==> config.mk <==
export PLATFORM = sky130hd
export DESIGN_NAME = div_iter
export DESIGN_NICKNAME = d
export VERILOG_FILES = /design/src/rtl/div_iter_pkg.sv /design/src/rtl/div_iter.sv
export SDC_FILE = /design/constraint.sdc
export NUM_CORES = 1
export LEC_CHECK = 0
export CORE_MARGIN = 10
export CORE_UTILIZATION = 40
export CTS_BUF_LIST = sky130_fd_sc_hd__clkbuf_16
export CTS_CLUSTER_SIZE = 40
export DETAILED_ROUTE_END_ITERATION = 10
export PLACE_DENSITY = 0.69
export SLEW_MARGIN = 20
export SYNTH_ARGS = -nofsm -noshare
export SYNTH_HDL_FRONTEND = slang
export SYNTH_SLANG_ARGS = --single-unit
==> constraint.sdc <==
create_clock -name clk -period 9.05 [get_ports clk]
set_input_delay 1.81 -clock clk [delete_from_list [all_inputs] [get_ports clk]]
set_output_delay 1.81 -clock clk [all_outputs]
set_load 0.005 [all_outputs]
==> src/rtl/div_iter_pkg.sv <==
// Shared constants for the iterative divider: aluop codes, FSM state encodings
// and handshake levels used by the execute stage.
package div_iter_pkg;

  localparam logic [7:0] EXE_DIV_OP  = 8'b0001_1010;
  localparam logic [7:0] EXE_DIVU_OP = 8'b0001_1011;

  typedef enum logic [1:0] {
    DivFree   = 2'b00,
    DivByZero = 2'b01,
    DivOn     = 2'b10,
    DivEnd    = 2'b11
  } div_state_e;

  localparam logic DivResultReady    = 1'b1;
  localparam logic DivResultNotReady = 1'b0;
  localparam logic DivStart          = 1'b1;
  localparam logic DivStop           = 1'b0;

endpackage

==> src/rtl/div_iter.sv <==
// Multi-cycle restoring divider (one quotient bit per clock) for DIV/DIVU.
// result_o = {remainder, quotient}; stall_o holds the pipeline until ready_o.
module div_iter
  import div_iter_pkg::*;
#(
  parameter int WIDTH = 32
) (
  input  logic               clk,
  input  logic               rst,
  input  logic               start_i,
  input  logic               annul_i,
  input  logic               signed_i,
  input  logic [WIDTH-1:0]   opdata1_i,
  input  logic [WIDTH-1:0]   opdata2_i,
  output logic [2*WIDTH-1:0] result_o,
  output logic               ready_o,
  output logic               stall_o
);

  localparam int CNT_W = $clog2(WIDTH + 1);
  localparam logic [CNT_W-1:0] LAST_CNT = CNT_W'(WIDTH - 1);
  localparam logic [CNT_W-1:0] CNT_ONE  = CNT_W'(1);

  function automatic logic [WIDTH-1:0] div_abs(input logic [WIDTH-1:0] v, input logic neg);
    logic [WIDTH-1:0] one;
    one = {{(WIDTH-1){1'b0}}, 1'b1};
    return neg ? (~v + one) : v;
  endfunction

  div_state_e         state_q;
  logic [WIDTH-1:0]   quot_q;
  logic [WIDTH-1:0]   rem_q;
  logic [WIDTH-1:0]   divisor_q;
  logic [CNT_W-1:0]   cnt_q;
  logic               neg_quot_q;
  logic               neg_rem_q;
  logic [2*WIDTH-1:0] fixed_q;

  logic [WIDTH:0]     partial_d;
  logic [WIDTH:0]     diff_d;
  logic               qbit_d;
  logic [WIDTH-1:0]   quot_d;
  logic [WIDTH-1:0]   rem_d;

  // Remainder stays below the divisor, so a WIDTH+1-bit trial subtraction's MSB is its sign.
  always_comb begin
    partial_d = {rem_q, quot_q[WIDTH-1]};
    diff_d    = partial_d - {1'b0, divisor_q};
    qbit_d    = ~diff_d[WIDTH];
    quot_d    = {quot_q[WIDTH-2:0], qbit_d};
    if (qbit_d) begin
      rem_d = diff_d[WIDTH-1:0];
    end else begin
      rem_d = partial_d[WIDTH-1:0];
    end
  end

  always_ff @(posedge clk or posedge rst) begin
    if (rst) begin
      state_q    <= DivFree;
      quot_q     <= '0;
      rem_q      <= '0;
      divisor_q  <= '0;
      cnt_q      <= '0;
      neg_quot_q <= 1'b0;
      neg_rem_q  <= 1'b0;
      fixed_q    <= '0;
      result_o   <= '0;
      ready_o    <= DivResultNotReady;
    end else begin
      case (state_q)
        DivFree: begin
          ready_o  <= DivResultNotReady;
          result_o <= '0;
          if (start_i == DivStart && !annul_i) begin
            if (opdata2_i == '0) begin
              state_q <= DivByZero;
            end else begin
              state_q    <= DivOn;
              cnt_q      <= '0;
              rem_q      <= '0;
              quot_q     <= div_abs(opdata1_i, signed_i & opdata1_i[WIDTH-1]);
              divisor_q  <= div_abs(opdata2_i, signed_i & opdata2_i[WIDTH-1]);
              neg_quot_q <= signed_i & (opdata1_i[WIDTH-1] ^ opdata2_i[WIDTH-1]);
              neg_rem_q  <= signed_i & opdata1_i[WIDTH-1];
            end
          end
        end
        DivByZero: begin
          fixed_q <= '0;
          state_q <= DivEnd;
        end
        DivOn: begin
          if (annul_i) begin
            state_q <= DivFree;
          end else begin
            quot_q <= quot_d;
            rem_q  <= rem_d;
            cnt_q  <= cnt_q + CNT_ONE;
            // Sign fix is folded into the last iteration so END only presents it.
            if (cnt_q == LAST_CNT) begin
              fixed_q <= {div_abs(rem_d, neg_rem_q), div_abs(quot_d, neg_quot_q)};
              state_q <= DivEnd;
            end
          end
        end
        DivEnd: begin
          if (start_i == DivStart) begin
            result_o <= fixed_q;
            ready_o  <= DivResultReady;
          end else begin
            state_q  <= DivFree;
            result_o <= '0;
            ready_o  <= DivResultNotReady;
          end
        end
        default: begin
          state_q  <= DivFree;
          result_o <= '0;
          ready_o  <= DivResultNotReady;
        end
      endcase
    end
  end

  // Stall from the request cycle until the result is presented.
  always_comb begin
    stall_o = 1'b0;
    case (state_q)
      DivFree:   stall_o = (start_i == DivStart) & ~annul_i;
      DivByZero: stall_o = 1'b1;
      DivOn:     stall_o = 1'b1;
      default:   stall_o = 1'b0;
    endcase
  end

endmodule

# Word-level counts from Yosys, hierarchy flattened

Cells that the tools add are included.

$add $sub $neg: 6
Equal/unequal tests: 10
Multiplexer cells: 31
Bitwise gates (word level): 12
Reductions and logical operators: 12

Operators by type and width:

| cell                    | number |
|---|---|
| $mux W32                | 11 |
| $pmux W64 S2            | 2 |
| $mux W64                | 3 |
| $add A32 B1 Y32 const B | 4 |
| $not A32 Y32            | 4 |
| $pmux W32 S2            | 2 |
| $sub A33 B32 Y33        | 1 |
| $logic_not A32 Y1       | 1 |
| $mux W6                 | 3 |
| $pmux W6 S2             | 1 |
| $mux W2                 | 5 |
| $ne A2 B2 Y1 const B    | 5 |
| $reduce_and A3 Y1       | 3 |
| $pmux W2 S4             | 1 |
| $add A6 B1 Y6 const B   | 1 |
| $eq A6 B5 Y1 const B    | 1 |
| $reduce_bool A2 Y1      | 3 |
| $and A1 B1 Y1           | 4 |
| $eq A2 B2 Y1 const B    | 2 |
| $pmux W1 S2             | 2 |
| $reduce_and A4 Y1       | 1 |
| $ne A3 B3 Y1 const B    | 1 |
| $not A1 Y1              | 3 |
| $eq A2 B1 Y1 const B    | 1 |
| other kinds (6)         | 6 |

Register bits after elaboration: 235
Word-level logic and storage cells: 81

# Longest topological paths before layout

Depth after elaboration: 8
Gate-level depth with buffers: 25
Depth with buffers taken out: 22

# Worst setup path after synthesis

No wires, ideal clock.

Path type: flip-flop to flip-flop
Start: reg quot_q[31]
End: reg fixed_q[30]
Arrival: 4.923 ns
Data required time: 8.922 ns
Slack: 3.999 ns
Cell stages (with the launch flop): 22
Path buffers: 3
Path through: dfrtp_1 inv_1 ha_1 fa_1 nand2b_1 a21oi_1 o211a_1 o211ai_1 a221oi_2 nor2_1 inv_1 buf_2 clkbuf_1 buf_1 ha_1 nand2b_1 nand2b_1 or2_1 or4_1 o31ai_1 xor2_1 o21ai_0

Word-level cells in the longest chain between the ends: 8

Ends and longest elaborated chain:

| item                     | line            | RTL |
|---|---|---|
| start: declaration       | div_iter.sv:31  | `logic [WIDTH-1:0] quot_q;` |
| start signal: assignment | div_iter.sv:82  | `quot_q <= div_abs(opdata1_i, signed_i & opdata1_i[WIDTH-1]);` |
| start signal: assignment | div_iter.sv:97  | `quot_q <= quot_d;` |
| $sub A33 B32 Y33         | div_iter.sv:48  | `diff_d = partial_d - {1'b0, divisor_q};` |
| $not A1 Y1               | div_iter.sv:49  | `qbit_d = ~diff_d[WIDTH];` |
| $not A32 Y32             | div_iter.sv:27  | `return neg ? (~v + one) : v;` |
| $add A32 B1 Y32          | div_iter.sv:27  |  |
| $mux W32                 | div_iter.sv:27  |  |
| $mux W64                 | div_iter.sv:101 | `if (cnt_q == LAST_CNT) begin` |
| $mux W64                 | div_iter.sv:94  | `if (annul_i) begin` |
| $pmux W64 S2             | div_iter.sv:71  | `case (state_q)` |
| end signal: assignment   | div_iter.sv:102 | `fixed_q <= {div_abs(rem_d, neg_rem_q), div_abs(quot_d, neg_quot_q)};` |
| end: declaration         | div_iter.sv:37  | `logic [2*WIDTH-1:0] fixed_q;` |

Every way passes these cells. The select of a mux whose other input is x is not followed.
A chain may end at the register's enable or synchronous reset.

# Worst setup path in the final report

Start: in start_i
End: out stall_o

Word-level cells in the longest chain between the ends: 2

Ends and longest elaborated chain:

| item               | line            | RTL |
|---|---|---|
| start: declaration | div_iter.sv:10  | `input logic start_i,` |
| $and A1 B1 Y1      | div_iter.sv:130 | `DivFree: stall_o = (start_i == DivStart) & ~annul_i;` |
| $pmux W1 S2        | div_iter.sv:129 | `case (state_q)` |
| end: declaration   | div_iter.sv:17  | `output logic stall_o` |

Every way passes these cells.

==> out/qor.csv <==
stage,metric,value,unit
route,routed_wl,42230,um
layout,fin_nets,1887,
synthesis,yosysTopAreaCellShare,40.64,%
layout,area_delta_synth_final,17.69,%
sta,tightest_slew,1.061,ns
sta,setup_tns,0,ns
setup_path,regToRegSetupSlack,3.39,ns
setup_path,arrival,3.93,ns
placement,port_buffers,134,
route,firstDrtPassIters,6,
placement,gp_congestion,0.9686,
worst_hold_path,min_to,divisor_q[27]$_DFFE_PP0P_,
power_and_ir_drop,seq_power_share,30.4,%
power_and_ir_drop,p_sw,0.002112,W
power_and_ir_drop,ir_drop,0.0001999,V
synthesis,netlist_area,14470,um^2
clocking,insertion_delay,0.55,ns
synthesis,ys_top_cells_by_area,"dfrtp_1 41%, o21ai_0 7.5%, nand2_1 6.6%, xor2_1 4.4%, a22o_1 4.3%",
synthesis,synth_ff_type,dfrtp_1,
global_route,grt_usage,18.49,%
die,dieWidth,210.2,um
die,ios,135,
route,vias,12797,
global_route,grt_pass1_wl,67440,um
setup_path,timing.rr.start,quot_q[31]$_DFFE_PP0P_,
synthesis,syn_area_per_cell,8.593,um^2
sta,min_period,5.742,ns
sta,rsz0062_at_grt,no,
route,wl_per_cell,18.70,um
clocking,cts_buffers,26,
die,die_h,210.2,um
global_route,grt-ovfl-total,0,
power_and_ir_drop,power_frac_clock,22.1,%
die,die_area,44180,um^2
die,rows,69,
global_route,grt_pass1_vias,12334,
sta,relSlewSlack,28.71,%
setup_path,criticalPathCategory,in -> out,
placement,pre_cts_ws,2.752,ns
global_route,antenna_found_initial,2,
sta,hold_violations,0,
synthesis,synth_cell_types,79,
power_and_ir_drop,leakage,7.380,nW
power_and_ir_drop,p_int,0.002581,W
setup_path,path_max_fanout,3,
sta,clock_skew,0.02728,ns
clocking,cts_resized,0,
clocking,clock_tree.root_cell,clkbuf_16,
synthesis,synth_top_cell_by_area,dfrtp_1,
clocking,cts.clk_slew.worst_paths,0.05,ns
sta,drv_slew,0,
synthesis,async_flop_share,100.0,%
die,core_area,35660,um^2
clocking,postCtsSetupRepairBufs,0,
worst_hold_path,min_path_cells,2,
setup_path,r2r_cells,22,
synthesis,yosysWarnings,0,
setup_path,required,7.24,ns
sta,fin_crit_sh,63.45,%
layout,finalInstanceArea,17030,um^2
die,start_util,40.58,%
clocking,ctsHtreeMaxLevel,1,
run_status,outcome,completed,
synthesis,synth-edff-count,0,
setup_path,r2r-end,fixed_q[62]$_DFFE_PP0P_,
synthesis,synth.top_cells.by_count,"256 x nand2_1, 235 x dfrtp_1, 217 x o21ai_0",
worst_hold_path,holdCritPathClass,reg -> reg,
clocking,clock_sinks,235,
power_and_ir_drop,combPwrFrac,47.5,%
synthesis,ys_seq_area_share,40.64,%
synthesis,synth.most_common_cell,nand2_1,
layout,drive_above_1_share,4.682,%
setup_path,cp-start-kind,primary input,
power_and_ir_drop,power_density,275.6,nW/um^2
setup_path,end_kind,output port,
placement,dpl.hpwl,31760,um
sta,max_freq,174.2,MHz
clocking,postCtsHoldBufs,0,
sta,setup_slack,3.308,ns
route,routed_via_density,5.667,
global_route,grt_max_degree,94,
clocking,cts_tree,done,
synthesis,ys_ff_latch,235,
route,drc_errors,0,
layout,fin_util,47.76,%
clocking,clockBufferDepth,3,
placement,placed_area,16180,um^2
route,ant_nets,0,
flow_run,maxCapViolCount,0,
worst_hold_path,hold_path.startpoint,divisor_q[27]$_DFFE_PP0P_,
synthesis,syn-num-nets,1796,
route,drt_iter0_drc,995,
synthesis,synth_cells,1684,
sta,finalSetupViolations,0,
power_and_ir_drop,p_sw_share,45.00,%
[placed cells by master (no fill, tap or decap), types with 7 or more instances in the layout]
master           synthesis  final
clkbuf_16                0     27
nand3_1                 18     18
mux2i_1                 25     25
a31oi_1                  7      7
inv_1                   59     62
or3_1                   22     22
nand4_1                  7      7
ha_1                    42     40
a211oi_1                 8      8
o21ai_1                  8      8
xnor2_1                 66     66
a21o_1                  12     12
o21ai_0                217    217
a22o_1                  71     71
nor3_1                  29     29
buf_4                    1     13
nand3b_1                 8      8
o31ai_1                 32     32
o211ai_1                 9      9
nand2_1                256    256
xor2_1                  72     72
clkdlybuf4s50_1          0    134
nor4_1                  15     15
a21oi_1                121    121
or4_1                   13     13
dfrtp_1                235    235
and2_1                  11     11
and3_1                  10     10
nand2b_1                15     15
nor2_1                 116    113
[worst max-delay path, cell delays in order]
cell and delay (ns):
clkdlybuf4s50_1 0.65, inv_1 0.10, nor3b_1 0.35, nor2_1 0.07, nor2_1 0.35, clkdlybuf4s50_1 0.59
[flip-flops by register name, summed over array words and instances (netlist names)]
signal      flops
result_o       64
rem_q          32
neg_rem_q       1
state_q         2
cnt_q           6
fixed_q        64
divisor_q      32
quot_q         32
neg_quot_q      1
ready_o         1
[cells by family (layout without fill, tap and decap cells)]
family | Yosys count | after routing | share of synthesized area [%]
other | 0 | 3 | 0
AO/OA/AOI/OAI | 544 | 544 | 23.56
buffers and inverters | 144 | 254 | 3.969
flip-flops | 235 | 235 | 40.64
multiplexers | 27 | 27 | 1.885
adder cells (fa/ha/maj) | 43 | 43 | 3.770
AND/OR/NAND/NOR | 553 | 553 | 17.82
XOR/XNOR | 138 | 138 | 8.353
[metal layers]
metal | GRT usage, % | wire length (um)
met2 | 27.39 | 17520
met3 | 3.531 | 3542
met5 | 0 | 13
met1 | 27.25 | 20460
met4 | 4.072 | 693
[metrics by stage]
stage / power (W) / hold slack [ns] / instances
CTS: 0.004684 / 0.4833 / 2255
global route: 0.005021 / 0.4995 / 2255
finish: 0.004693 / 0.4761 / 2258
floorplan: 0.002987 / 0.4494 / 1684
global placement: 0.003586 / 0.4630 / 2208
detailed placement: 0.003634 / 0.4710 / 2208
[power by group through the flow]
stage | clock network (W) | registers, W | logic, W
finish | 0.00104 | 0.00143 | 0.00223
floorplan | 0 | 0.00135 | 0.00164
global route | 0.00110 | 0.00145 | 0.00247
detailed placement | 0 | 0.00144 | 0.00220
CTS | 0.00106 | 0.00142 | 0.00220
global placement | 0 | 0.00143 | 0.00216
[final cells by class]
type	instances	area, um^2
clock inverters	20	156.4
clock buffers	27	675.6
inverters	59	229.0
flip-flops and latches	235	5881
repair buffers	148	1450
diodes	3	7.507
well taps	461	576.8
fillers	3400	18630
multi-input cells	1305	8054
[worst max-delay path by stage]
stage / from / end / slack, ns / depth (start not counted)
floorplan: rst / cnt_q[0]$_DFFE_PP0P_ / 0.79 / 1
global placement: opdata2_i[0] / quot_q[31]$_DFFE_PP0P_ / 2.95 / 13
detailed placement: opdata2_i[2] / quot_q[9]$_DFFE_PP0P_ / 2.75 / 11
CTS: opdata2_i[2] / quot_q[9]$_DFFE_PP0P_ / 3.32 / 11
global route: opdata2_i[12] / quot_q[9]$_DFFE_PP0P_ / 2.82 / 11
finish: start_i / stall_o / 3.31 / 6
Power figures use the tool's default switching activity.
